File: src/rtl/rr_mux_arbiter_pkg.sv
// ============================================================================
// Module   : rr_mux_arbiter_pkg
// Brief    : Shared FSM encodings and defaults for the round-robin mux arbiter.
// Revision : 1.0
// ============================================================================
`default_nettype none

package rr_mux_arbiter_pkg;

  localparam logic [0:0] c_IDLE  = 1'b0;
  localparam logic [0:0] c_GRANT = 1'b1;

  localparam int c_HOLD_MAX_DEF = 4;

endpackage

`default_nettype wire

File: src/rtl/rr_mux_arbiter_rr_pick.sv
// ============================================================================
// Module   : rr_pick
// Brief    : Rotating-priority picker: first set req bit at or above ptr, wrapping.
// Revision : 1.0
// ============================================================================
`default_nettype none

module rr_pick (
  input  logic [3:0] req,
  input  logic [1:0] ptr,
  output logic [1:0] idx,
  output logic       any
);

  assign any = |req;

  // Scan from farthest to nearest so the nearest set bit is the last writer.
  always_comb begin
    logic [1:0] w_cand;
    idx    = '0;
    w_cand = '0;
    for (int i = 3; i >= 0; i--) begin
      w_cand = ptr + 2'(i);
      if (req[w_cand]) idx = w_cand;
    end
  end

endmodule

`default_nettype wire

File: src/rtl/rr_mux_arbiter.sv
// ============================================================================
// Module   : rr_mux_arbiter
// Brief    : Four-way round-robin arbiter muxing one requester onto a valid/ready sink.
// Revision : 1.0
// ============================================================================
`default_nettype none

module rr_mux_arbiter
  import rr_mux_arbiter_pkg::*;
#(
  parameter int N_REQ    = 4,
  parameter int DW       = 2,
  parameter int HOLD_MAX = c_HOLD_MAX_DEF
) (
  input  logic                clk,
  input  logic                rst_n,
  input  logic [N_REQ-1:0]    req,
  input  logic [N_REQ*DW-1:0] din,
  output logic [N_REQ-1:0]    ack,
  output logic                out_valid,
  input  logic                out_ready,
  output logic [DW-1:0]       out_data,
  output logic [1:0]          out_sel,
  output logic                busy
);

  localparam logic [3:0] c_CNT_LAST = 4'(HOLD_MAX - 1);

  logic [0:0] r_state;
  logic [1:0] r_sel;
  logic [1:0] r_ptr;
  logic [3:0] r_cnt;

  logic [1:0] w_idx;
  logic       w_any;
  logic       w_grant;
  logic       w_accept;

  rr_pick u_pick (
    .req (req),
    .ptr (r_ptr),
    .idx (w_idx),
    .any (w_any)
  );

  assign w_grant   = (r_state == c_GRANT);
  assign out_valid = w_grant & req[r_sel];
  // rst_n gates acceptance so a grant aborted by reset never acknowledges.
  assign w_accept  = out_valid & out_ready & rst_n;
  assign out_sel   = r_sel;
  assign busy      = w_grant;

  always_comb begin
    out_data = '0;
    if (w_grant) begin
      case (r_sel)
        2'd0:    out_data = din[DW-1:0];
        2'd1:    out_data = din[2*DW-1:DW];
        2'd2:    out_data = din[3*DW-1:2*DW];
        2'd3:    out_data = din[4*DW-1:3*DW];
        default: out_data = '0;
      endcase
    end
  end

  always_comb begin
    ack = '0;
    if (w_accept) ack[r_sel] = 1'b1;
  end

  always_ff @(posedge clk) begin
    if (!rst_n) begin
      r_state <= c_IDLE;
      r_sel   <= '0;
      r_ptr   <= '0;
      r_cnt   <= '0;
    end else begin
      case (r_state)
        c_IDLE: begin
          if (w_any) begin
            r_sel   <= w_idx;
            r_cnt   <= '0;
            r_state <= c_GRANT;
          end
        end
        c_GRANT: begin
          // A dropped request releases immediately; any unaccepted beat is lost.
          if (!req[r_sel] || (w_accept && r_cnt == c_CNT_LAST)) begin
            r_state <= c_IDLE;
            r_ptr   <= r_sel + 2'd1;
            r_cnt   <= '0;
          end else if (w_accept) begin
            r_cnt <= r_cnt + 4'd1;
          end
        end
        default: r_state <= c_IDLE;
      endcase
    end
  end

endmodule

`default_nettype wire

File: config.mk
export PLATFORM = sky130hd
export DESIGN_NAME = rr_mux_arbiter
export DESIGN_NICKNAME = d
export VERILOG_FILES = /design/src/rtl/rr_mux_arbiter_pkg.sv /design/src/rtl/rr_mux_arbiter_rr_pick.sv /design/src/rtl/rr_mux_arbiter.sv
export SDC_FILE = /design/constraint.sdc
export NUM_CORES = 1
export LEC_CHECK = 0
export ABC_AREA = 1
export BUFFER_PORTS_ARGS = -buffer_cell sky130_fd_sc_hd__clkbuf_2
export CELL_PAD_IN_SITES_DETAIL_PLACEMENT = 1
export CELL_PAD_IN_SITES_GLOBAL_PLACEMENT = 2
export CORE_MARGIN = 3
export CORE_UTILIZATION = 25
export CTS_BUF_LIST = sky130_fd_sc_hd__clkbuf_8 sky130_fd_sc_hd__clkbuf_16
export CTS_CLUSTER_SIZE = 25
export DETAILED_ROUTE_END_ITERATION = 7
export HOLD_SLACK_MARGIN = 0.15
export PLACE_DENSITY_LB_ADDON = 0.1
export SLEW_MARGIN = 15
export SYNTH_ARGS = -nofsm -noshare
export SYNTH_HDL_FRONTEND = slang
export SYNTH_HIERARCHICAL = 1
export SYNTH_SLANG_ARGS = --single-unit
File: constraint.sdc
create_clock -name clk -period 1.85 [get_ports clk]
set_input_delay 0.555 -clock clk [delete_from_list [all_inputs] [get_ports clk]]
set_output_delay 0.555 -clock clk [all_outputs]
set_load 0.02 [all_outputs]
### Yosys cells after proc, flatten, opt, wreduce, memory -nomap -nowiden

Index checks and enable logic that the tools add are counted.
W data, S select, Z words.

| word-level totals | value |
|---|---|
| register bits | 9 |
| bits in latches | 0 |
| memory bits (writable) | 0 |
| ROM bits | 0 |
| input port bits | 15 |
| output and inout bits | 10 |
| word-level logic and storage cells | 60 |
| memories | 0 |

| operators by class | value |
|---|---|
| $add $sub $neg | 5 |
| $mul | 0 |
| divide/modulo/power cells | 0 |
| magnitude comparators | 6 |
| equal/unequal tests | 6 |
| shifts and indexed selects | 0 |
| muxes and demuxes | 26 |
| bitwise gates (word level) | 4 |
| reductions and logical operators | 9 |

Operators by type and width:

| operator | count |
|---|---|
| $mux W4 | 4 |
| $lt A2 B3 Y1 const B | 5 |
| $bmux W1 S2 | 5 |
| $mux W2 | 5 |
| $mux W1 | 8 |
| $pmux W2 S4 | 1 |
| $pmux W4 S2 | 1 |
| $reduce_and A2 Y1 | 3 |
| $add A2 B1 Y2 const B | 2 |
| $add A2 B2 Y2 const B | 2 |
| $add A4 B1 Y4 const B | 1 |
| $eq A2 B2 Y1 const B | 2 |
| $eq A4 B2 Y1 const B | 1 |
| $reduce_or A4 Y1 | 1 |
| $and A1 B1 Y1 | 3 |
| $ne A3 B1 Y1 const B | 1 |
| $demux W1 S2 | 1 |
| $eq A2 B1 Y1 const B | 1 |
| $ge A2 B1 Y1 const B | 1 |
| $logic_and A1 B1 Y1 | 2 |
| $logic_not A2 Y1 | 1 |
| $ne A2 B1 Y1 const B | 1 |
| $pmux W1 S2 | 1 |
| $logic_not A1 Y1 | 1 |
| other kinds (2) | 2 |

### Longest topological paths before layout

Gate-level depths: netlist (run 1).

| depth | value |
|---|---|
| depth in word-level cells | 9 |
| mapped depth | 12 |
| mapped depth without buffers | 12 |

### Cells and area by module

Netlist (run 1), hierarchy kept.

Modules (own cells, without submodules):

| module | times used | cells each | area each (um^2) | sequential area each (um^2) |
|---|---|---|---|---|
| rr_mux_arbiter | 1 | 105 | 704.4 | 180.2 |
| rr_pick | 1 | 46 | 188.9 | 0.0 |

### Worst setup path before layout (run 1)

Ideal clock, no wire load.

| timing | value |
|---|---|
| path kind | flip-flop to output port |
| start | register r_sel[1], in the netlist out_sel[1] |
| end | output port ack[0] |
| arrival time | 1504 ps |
| data required time | 1295 ps |
| slack | -209 ps |
| stages on the path, launching flop included | 7 |
| buffers on the path | 0 |
| cells stage by stage | dfxtp_1 > inv_1 > nand3_2 > nand2_2 > nor2_4 > nand3_1 > nor2_1 |

| on the way | value |
|---|---|
| word-level cells in the longest chain between the ends | 6 |
| elaborated cells between the ends (all ways) | 11 |
| classes of those cells | order compare: 2; mux: 5; bitwise: 3; reduce/logical: 1 |

Ends and longest elaborated chain:

| element | line | source |
|---|---|---|
| start, declared | rr_mux_arbiter.sv:30 | `logic [1:0] r_sel;` |
| start signal, assigned | rr_mux_arbiter.sv:81 | `r_sel <= w_idx;` |
| $bmux W1 S2 | rr_mux_arbiter.sv:47 | `assign out_valid = w_grant & req[r_sel];` |
| $mux W1 (implied by the code) | rr_mux_arbiter.sv:47 |  |
| $and A1 B1 Y1 | rr_mux_arbiter.sv:47 |  |
| net out_valid | rr_mux_arbiter.sv:20 | `output logic out_valid,` |
| $and A1 B1 Y1 (2 in a row) | rr_mux_arbiter.sv:49 | `assign w_accept = out_valid & out_ready & rst_n;` |
| $mux W4 | rr_mux_arbiter.sv:68 | `if (w_accept) ack[r_sel] = 1'b1;` |
| end, declared | rr_mux_arbiter.sv:19 | `output logic [N_REQ-1:0] ack,` |

The timed path passes the listed nets, and every way through them passes these cells. The select of a mux whose other input is x is not followed.

### Worst setup path in the final report (run 1)

| timing | value |
|---|---|
| start | input port req[1] |
| end | output port ack[1] |

| on the way | value |
|---|---|
| word-level cells in the longest chain between the ends | 6 |

Ends and longest elaborated chain:

| element | line | source |
|---|---|---|
| start, declared | rr_mux_arbiter.sv:17 | `input logic [N_REQ-1:0] req,` |
| $bmux W1 S2 | rr_mux_arbiter.sv:47 |  |
| $mux W1 (implied by the code) | rr_mux_arbiter.sv:47 |  |
| $and A1 B1 Y1 | rr_mux_arbiter.sv:47 |  |
| $and A1 B1 Y1 (2 in a row) | rr_mux_arbiter.sv:49 |  |
| $mux W4 | rr_mux_arbiter.sv:68 |  |

Every way passes these cells. The select of a mux whose other input is x is not followed.

==> impl_metrics.py, run 1 <==
metrics = {
    "run_status": {
        "status": "complete, but fails checks",
        "violations": "negative setup slack",
    },
    "sta": {
        "rsz0062_at_grt": "true",
        "final-max-slew-violation-count": 0,
        "period_share_pct": 106.9,
        "setup_viol": 6,
        "fin_worst_skew_ns": 0.0002483,
        "clock.fmax_mhz": 505.6,
        "tightest_slew_ns": 0.2847,
        "setup_ws_ns": -0.1280,
        "slew_headroom_pct": 81.00,
        "hold_violations": 0,
        "fin_crit_ns": 1.978,
    },
    "logic_synthesis": {
        "synth_sequential_area_ratio_pct": 20.17,
        "synthCells": 151,
        "synth_seq_cells": 9,
        "yosysUniqueCellTypes": 22,
        "synth_area_um2": 893.4,
        "avgSynthCellArea_um2": 5.916,
        "syn-num-nets": 172,
        "yosys_warnings": 6,
    },
    "critical_path": {
        "crit_path_top_delay_cell": "nand3_4",
        "r2r_cells": 12,
        "crit_path_end": "ack[1]",
        "crit_required_ns": 1.29,
        "r2r_end": "r_cnt[0]",
        "critPathKind": "primary input to primary output",
        "cp_max_fo": 4,
        "regToRegSetupSlack_ns": 0.30,
        "crit_start": "req[1]",
        "cp_cell_sequence": "clkbuf_2 -> nand2_4 -> nand3_4 -> nand2_4 -> nor2_4 -> nand3_4 -> nor2_4 -> buf_8",
        "rr_startpoint": "out_sel[0]",
        "critPathArrivalTime_ns": 1.42,
        "critPathLaunchType": "primary input",
        "crit_path_max_incr_delay_ns": 0.16,
        "critPathCaptureType": "primary output",
    },
    "die": {
        "dieArea_mm2": 0.004327,
        "start_util_pct": 26.36,
        "fp.dieW_um": 65.78,
        "die_h_um": 65.78,
        "io_pins": 25,
        "core_area_mm2": 0.003390,
        "rows": 21,
    },
    "clock_tree": {
        "numCtsBuffers": 3,
        "worstSkewPairLatency_ns": 0.22,
        "clkTransAtPathRegs_ns": 0.04,
        "cts_tree": "built",
        "cts_max_level": 1,
        "ctsHoldBuffers": 0,
        "cts.sinks": 9,
        "clock_path_buffers": 2,
        "cts_root_buf": "clkbuf_8",
    },
    "layout": {
        "drive_above_1_share_pct": 38.54,
        "final_util_pct": 43.04,
        "antennaDiodeCount": 0,
        "finalNonFillerCells": 238,
        "fin_nets": 214,
        "n_fill_cell": 443,
        "design_area_mm2": 0.001459,
        "areaGrowthSynthToFinish_pct": 63.31,
        "multi_input_area_um2": 760.7,
        "ff_latch_area_um2": 187.7,
    },
    "placed_design": {
        "dp_hpwl_mm": 2.302,
        "dp_cells": 230,
        "place_congestion": 0.7656,
        "post_dp_cell_area_mm2": 0.001245,
        "port_buffers": 24,
    },
    "drt": {
        "drc": 0,
        "drt_iter0_markers": 16,
        "viasPerCell": 4.546,
        "wl_per_cell_um": 11.95,
        "drtPass1Iterations": 4,
        "antenna_left": 0,
        "vias": 1082,
        "routed_wl_mm": 2.845,
    },
    "pwr": {
        "power_frac_comb_pct": 56.5,
        "switching_share_pct": 43.23,
        "ir_drop_mv": 0.3600,
        "intPower_mw": 0.6304,
        "pwr_density_cell_mw_per_mm2": 761.2,
        "seqPwrFrac_pct": 24.0,
        "p_switching_mw": 0.4801,
        "leakage_nw": 0.7177,
        "clkPwrFrac_pct": 19.4,
    },
    "worst_hold_path": {
        "hold_start": "r_cnt[3]",
        "hold_class": "register to register",
    },
    "global_routing": {
        "grt_use_total_pct": 14.80,
        "grt_max_degree": 12,
        "antenna_found_initial": 0,
        "grt_pass1_vias": 1116,
        "grt_pass1_wl_mm": 5.057,
        "overflow": 0,
    },
    "job": {
        "maxCapViolations": 0,
    },
}
-- critical path, delay by kind of cell --
kind / cells / cell delay [ns]
buf+inv: 2 / 0.24
simple gates: 6 / 0.63
-- synth_stat cells --
cell / instances / area share, %
o21ai_1: 1 / 0.56
nand3_1: 16 / 9.0
buf_4: 1 / 0.84
nor3_1: 1 / 0.56
nor2_1: 13 / 5.5
ha_1: 6 / 8.4
a21boi_0: 1 / 0.84
nor2_4: 1 / 1.3
inv_2: 2 / 0.84
o21ai_0: 5 / 2.8
nand3_2: 2 / 2.2
nand2_2: 5 / 3.5
o31ai_4: 1 / 2.4
nand2_1: 50 / 21
dfxtp_1: 9 / 20
inv_1: 23 / 9.7
o21ai_2: 1 / 0.98
nand4_1: 3 / 2.1
a31oi_1: 2 / 1.4
a21oi_1: 6 / 3.4
nand2_4: 1 / 1.3
nand4_2: 1 / 1.4
-- worst min path at each step --
stage	endpoint	slack, ns	cells after the start
after CTS	r_cnt[0]	0.54	4
after global routing	r_cnt[0]	0.58	4
after floorplan	r_cnt[2]	0.50	3
final	r_cnt[3]	0.54	3
after global placement	r_cnt[3]	0.52	3
after detailed placement	r_cnt[0]	0.53	4
-- area by class of cell --
class	count	area share (%)
well taps	46	3.945
flip-flops and latches	9	12.86
multi-input cells	116	52.14
repair buffers	38	20.84
inverters	25	7.118
clock inverters	1	0.2573
clock buffers	3	2.830
-- flip-flops by register name, indices dropped and copies added, names as in the netlist --
| name | flops |
|---|---|
| r_cnt | 4 |
| out_sel | 2 |
| r_ptr | 2 |
| busy | 1 |
-- cell usage in the layout (no fill, tap or decap), types with 4 or more instances in the layout --
master,Yosys,final
nand2_1,50,46
inv_1,23,23
nand3_1,16,15
clkbuf_2,0,15
buf_4,1,13
nor2_1,13,9
dfxtp_1,9,7
clkbuf_8,0,6
nand2_4,1,5
nor2_4,1,5
o21ai_0,5,4
a21oi_1,6,4
nand2_2,5,4
buf_8,0,4
-- repair_timing --
| item | 4_1_cts | 5_1_grt |
|---|---|---|
| gates resized for setup | 31 | 7 |
| endpoints found under the setup margin | 7 | 7 |
| buffers inserted | 3 | 2 |
| pin swaps | 4 | 1 |
| endpoints found under the hold margin | 0 | 0 |
-- kinds of logic after synthesis --
| kind of cell | Yosys count | synth area share (%) |
|---|---|---|
| and+or+nand+nor | 93 | 47.76 |
| buffers and inverters | 26 | 11.34 |
| AOI/OAI and AO/OA | 17 | 12.32 |
| DFF | 9 | 20.17 |
| adders and majority gates | 6 | 8.403 |
-- stage by stage --
stage / total power [mW] / setup slack [ns] / TNS (ns) / hold slack [ns]
finish: 1.111 / -0.1280 / -0.6385 / 0.5416
global route: 1.221 / -0.2196 / -1.227 / 0.5831
CTS: 1.107 / -0.1181 / -0.6684 / 0.5437
detailed placement: 0.8032 / -0.2159 / -0.8491 / 0.5345
global placement: 0.7911 / -0.1824 / -0.7106 / 0.5162
floorplan: 0.6343 / -0.03012 / -0.05301 / 0.5029
-- layer usage --
metal,GRT usage (%),wire length (um)
met5,0,0
met3,2.381,107
met4,2.332,11
met2,26.66,1479
met1,18.60,1247
-- power groups by stage --
stage	registers (mW)	logic (mW)	clock network, mW
finish	0.267	0.628	0.216
floorplan	0.273	0.361	0
CTS	0.267	0.615	0.226
global route	0.273	0.706	0.242
global placement	0.262	0.529	0
detailed placement	0.264	0.539	0
No activity file was read; power rests on OpenSTA's default activity.
==> run 2: changes to the inputs <==
CORE_MARGIN = not set   (was 3)
==> run 2 against run 1 <==
Effect of this change: the run still ends with negative setup slack left; highest routed layer unchanged; count of clock-buffer cells in the layout is the same; final cell count grew 0.84%; cell area shrank 2.1%; maximum frequency shrank 1.9%.
==> impl_metrics.py, run 2 (same netlist as run 1, synthesis figures left out) <==
metrics = {
    "die": {
        "dieArea_mm2": 0.003817,
        "core_area_mm2": 0.003390,
        "fp.dieW_um": 61.78,
        "start_util_pct": 26.36,
        "rows": 21,
        "die_h_um": 61.78,
        "io_pins": 25,
    },
    "critical_path": {
        "r2r_end": "out_sel[0]",
        "critPathArrivalTime_ns": 1.46,
        "critPathCaptureType": "primary output",
        "crit_required_ns": 1.29,
        "crit_start": "out_sel[1]",
        "r2r_cells": 11,
        "critPathKind": "register to primary output",
        "cp_max_fo": 5,
        "critPathLaunchType": "register",
        "regToRegSetupSlack_ns": 0.35,
        "rr_startpoint": "r_ptr[0]",
        "crit_path_end": "ack[0]",
    },
    "global_routing": {
        "grt_pass1_wl_mm": 4.319,
        "antenna_found_initial": 0,
        "overflow": 0,
        "grt_use_total_pct": 15.16,
        "grt_pass1_vias": 1022,
        "grt_max_degree": 12,
    },
    "sta": {
        "fin_worst_skew_ns": 0.001673,
        "fin_crit_ns": 2.016,
        "final-max-slew-violation-count": 0,
        "rsz0062_at_grt": "true",
        "period_share_pct": 109.0,
        "hold_violations": 0,
        "clock.fmax_mhz": 496.1,
        "tightest_slew_ns": 0.3006,
        "setup_viol": 7,
        "slew_headroom_pct": 79.93,
        "setup_ws_ns": -0.1656,
    },
    "layout": {
        "areaGrowthSynthToFinish_pct": 59.94,
        "antennaDiodeCount": 0,
        "mostFrequentLayoutCells": "nand2_1 (46), inv_1 (23), buf_4 (17)",
        "multi_input_area_um2": 734.5,
        "n_fill_cell": 437,
        "largest_reg_flops": 4,
        "drive_above_1_share_pct": 38.14,
        "design_area_mm2": 0.001429,
        "top_register": "r_cnt",
        "ff_latch_area_um2": 185.2,
        "fin_nets": 216,
        "final_common_cell": "nand2_1",
    },
    "clock_tree": {
        "cts_root_buf": "clkbuf_8",
        "clkTransAtPathRegs_ns": 0.05,
        "clock_path_buffers": 2,
        "worstSkewPairLatency_ns": 0.23,
        "cts_tree": "built",
        "cts.sinks": 9,
        "numCtsBuffers": 3,
        "cts_max_level": 1,
    },
    "job": {
        "maxCapViolations": 0,
    },
    "drt": {
        "wl_per_cell_um": 11.68,
        "drt_iter0_markers": 18,
        "drtPass1Iterations": 3,
        "viasPerCell": 4.554,
        "antenna_left": 0,
        "routed_wl_mm": 2.804,
        "vias": 1093,
        "drc": 0,
    },
    "placed_design": {
        "post_dp_cell_area_mm2": 0.001245,
        "dp_hpwl_mm": 2.251,
        "pre_cts_slack_ns": -0.2153,
        "port_buffers": 24,
        "place_congestion": 0.7869,
    },
    "pwr": {
        "ir_drop_mv": 0.4013,
        "p_total_mw": 1.104,
        "pwr_density_cell_mw_per_mm2": 772.4,
        "leakage_nw": 0.7169,
    },
    "run_status": {
        "violations": "negative setup slack",
        "status": "complete, but fails checks",
    },
    "worst_hold_path": {
        "hold_class": "register to register",
    },
}
run 2: report_power, final:
group          switching [mW]  internal, mW  leakage (nW)  total, mW
logic                   0.361         0.259         0.615      0.620
clock network          0.0782         0.145        0.0269      0.223
registers              0.0383         0.222        0.0749      0.261
total                   0.477         0.626         0.717       1.10
run 2: how the worst min path moves through the flow:
stage / depth (start not counted) / end / from / slack, ns
finish: 4 / r_cnt[0] / r_cnt[0] / 0.54
global route: 3 / r_cnt[3] / r_cnt[3] / 0.59
CTS: 4 / r_cnt[0] / r_cnt[0] / 0.54
detailed placement: 4 / r_cnt[0] / r_cnt[0] / 0.53
global placement: 3 / r_cnt[3] / r_cnt[3] / 0.52
floorplan: 3 / r_cnt[2] / r_cnt[2] / 0.50
run 2: layer usage:
metal  share of wire (%)  global-route usage [%]  up-vias
met4                0.32                   1.905        0
met2                  52                   29.80       20
li1                    -                       -      568
met1                  44                   17.31      503
met3                 3.4                   2.692        2
met5                   0                       0        -
run 2: cell type report:
class	instances	area share, %
sequential	9	12.96
tap	46	4.028
clock buffer	3	2.890
clock inverter	1	0.2627
multi-input combinational	116	51.40
inverter	25	7.356
timing repair buffer	40	21.10
run 2: through the flow:
step	util, %	hold WS (ns)	setup TNS, ns	std cells
global placement	36.73	0.5180	-0.6955	230
floorplan	-	0.5029	-0.05301	151
CTS	40.68	0.5409	-0.9236	238
detailed placement	36.73	0.5324	-0.8674	230
finish	42.16	0.5372	-0.9703	240
global route	42.16	0.5866	-1.481	240
run 2: what timing repair did:
action,CTS,global route
resized for setup,14,14
endpoints found under the setup margin,7,7
pin swaps,3,9
hold buffers,0,0
setup buffers,5,3
run 2: critical path, stage by stage, from the launching register on:
cell        delay, ns
dfxtp_2          0.35
clkinvlp_4       0.15
nand3_4          0.12
nand2_4          0.06
nor2_4           0.13
nand3_4          0.15
nor2_4           0.15
buf_8            0.11
==> run 3: changes to the inputs <==
CORE_UTILIZATION = 27   (was 25)
SLEW_MARGIN = not set   (was 15)
clock period = 2.4 ns   (was 1.85 ns; I/O delays follow)
==> run 3 against run 2 <==
Effect of this change: the flow now finishes without violations; flip-flop and latch count did not move; clock power decreased by 20%; power decreased by 34%; final cell count decreased by 6.7%; global-route usage increased by 1.4 points; first-iteration DRC count down 33%; cell area is 21% lower; wire length is 6.3% lower; critical path depth up 1; clock skew increased by 0.0015 ns; worst setup slack improved by 0.28 ns.
==> impl_metrics.py, run 3 (same netlist as run 1, synthesis figures left out) <==
metrics = {
    "layout": {
        "design_area_mm2": 0.001132,
        "fin_nets": 202,
        "areaGrowthSynthToFinish_pct": 26.75,
        "mostFrequentLayoutCells": "nand2_1 (50), inv_1 (23), clkbuf_2 (23)",
        "final_common_cell": "nand2_1",
        "antennaDiodeCount": 0,
        "drive_above_1_share_pct": 26.11,
        "n_fill_cell": 444,
        "top_register": "r_cnt",
        "largest_reg_flops": 4,
    },
    "clock_tree": {
        "cts_max_level": 1,
        "post-cts-setup-buffers": 0,
        "clkTransAtPathRegs_ns": 0.05,
        "worstSkewPairLatency_ns": 0.24,
        "cts.sinks": 9,
        "cts_tree": "built",
        "numCtsBuffers": 3,
        "clock_path_buffers": 2,
        "ctsHoldBuffers": 0,
        "cts_root_buf": "clkbuf_8",
        "post_cts_resized": 0,
    },
    "critical_path": {
        "cp_max_fo": 4,
        "crit_start": "req[1]",
        "crit_family": "simple AND/OR/NAND/NOR gates",
        "critPathLaunchType": "primary input",
        "cp_cell_sequence": "clkbuf_2 -> nand2_1 -> nand3_2 -> nand2_2 -> nor2_4 -> nand3_2 -> nor2_1 -> clkbuf_2",
        "crit_path_max_incr_delay_ns": 0.18,
        "critPathKind": "primary input to primary output",
        "crit_required_ns": 1.68,
        "critPathCaptureType": "primary output",
        "critPathArrivalTime_ns": 1.56,
        "crit_buf_inv": 2,
        "crit_path_top_delay_cell": "clkbuf_2",
        "rr_startpoint": "r_ptr[0]",
    },
    "drt": {
        "routed_wl_mm": 2.626,
        "wl_per_cell_um": 11.72,
        "drtPass1Iterations": 2,
        "antenna_left": 0,
        "vias": 1027,
        "drc": 0,
        "drt_iter0_markers": 12,
        "viasPerCell": 4.585,
    },
    "placed_design": {
        "port_buffers": 24,
        "post_dp_cell_area_mm2": 0.001076,
        "dp_hpwl_mm": 2.192,
        "place_congestion": 0.7786,
    },
    "sta": {
        "final-max-slew-violation-count": 0,
        "hold_violations": 0,
        "clock.fmax_mhz": 437.7,
        "rsz0062_at_grt": "false",
        "fin_worst_skew_ns": 0.003189,
        "fin_crit_ns": 2.285,
        "tightest_slew_ns": 0.3051,
        "slew_headroom_pct": 79.63,
        "period_share_pct": 95.19,
        "setup_viol": 0,
        "finalSetupTns_ns": 0,
    },
    "global_routing": {
        "grt_use_total_pct": 16.57,
        "grt_max_degree": 12,
        "grtUsageMet3_pct": 3.493,
        "grt_pass1_vias": 1060,
        "met2_usage_pct": 30.34,
        "grt.busiest_layer": "met2",
        "overflow": 0,
        "grt_pass1_wl_mm": 4.512,
        "grtUsageMet1_pct": 19.76,
        "antenna_found_initial": 0,
    },
    "pwr": {
        "seqPwrFrac_pct": 27.3,
        "leakage_nw": 0.6125,
        "pwr_density_cell_mw_per_mm2": 644.8,
        "power_frac_comb_pct": 48.2,
        "ir_drop_mv": 0.2457,
        "p_switching_mw": 0.3215,
        "intPower_mw": 0.4086,
        "clkPwrFrac_pct": 24.5,
        "switching_share_pct": 44.03,
    },
    "job": {
        "maxCapViolations": 0,
    },
    "die": {
        "start_util_pct": 28.79,
        "fp.dieW_um": 59.52,
        "rows": 20,
        "dieArea_mm2": 0.003543,
        "io_pins": 25,
        "core_area_mm2": 0.003103,
        "die_h_um": 59.52,
    },
    "worst_hold_path": {
        "hold_start": "r_cnt[3]",
        "hold_class": "register to register",
    },
    "run_status": {
        "status": "finished, final reports clean",
    },
}
==> run 3: changes by cell type in the layout (fill, tap and decap cells not counted), sizes merged <==
cell and change:
clkinv +1, clkinvlp -1, clkbuf +6, buf -20
==> run 3: final cells by class <==
cell class / count / area [um2] / share of cell area, %
Timing Repair Buffer: 26 / 137.6 / 12.15
Clock inverter: 1 / 5.005 / 0.4420
Sequential cell: 9 / 182.7 / 16.13
Clock buffer: 3 / 41.29 / 3.646
Inverter: 25 / 93.84 / 8.287
Multi-Input combinational cell: 116 / 616.8 / 54.47
Tap cell: 44 / 55.05 / 4.862
==> run 3: worst paths after layout <==
check                     to  slack, ns  cells past startpoint
setup / recovery      ack[1]       0.12                      8
hold / removal      r_cnt[3]       0.55                      3
setup reg to reg  out_sel[0]       0.89                     11
hold reg to reg     r_cnt[3]       0.55                      3
==> run 3: power by group through the flow <==
| stage | logic [mW] | clock network (mW) | registers [mW] |
|---|---|---|---|
| 2_1_floorplan | 0.246 | 0 | 0.203 |
| 3_3_place_gp | 0.347 | 0 | 0.201 |
| 3_5_place_dp | 0.353 | 0 | 0.202 |
| 4_1_cts | 0.355 | 0.187 | 0.199 |
| 5_1_grt | 0.406 | 0.196 | 0.204 |
| 6_report | 0.352 | 0.179 | 0.199 |
==> run 3: per-layer routing <==
metal	vias up	routed length (um)
met5	-	0
met4	0	31
met3	4	73
met2	21	1257
met1	465	1263
li1	537	-
==> run 3: through the flow <==
stage	total power [mW]	hold WS (ns)	instances	worst slack (ns)	utilization [%]
floorplan	0.4496	0.5029	151	0.07669	-
global placement	0.5474	0.5179	220	0.09638	34.68
detailed placement	0.5543	0.5383	220	0.05041	34.68
CTS	0.7407	0.5516	224	0.04926	36.17
global route	0.8063	0.6052	224	0.007946	36.49
finish	0.7301	0.5451	224	0.1153	36.49
==> run 3: worst register-to-register path, stage by stage (launching register included) <==
cell and delay (ns):
dfxtp_1 0.49, inv_2 0.13, nand2_1 0.11, nand3_1 0.10, nand2_1 0.09, nand2_1 0.07, nand2_1 0.06, nand2_1 0.05
nand2_1 0.06, inv_1 0.03, o21ai_0 0.14, a21oi_1 0.06
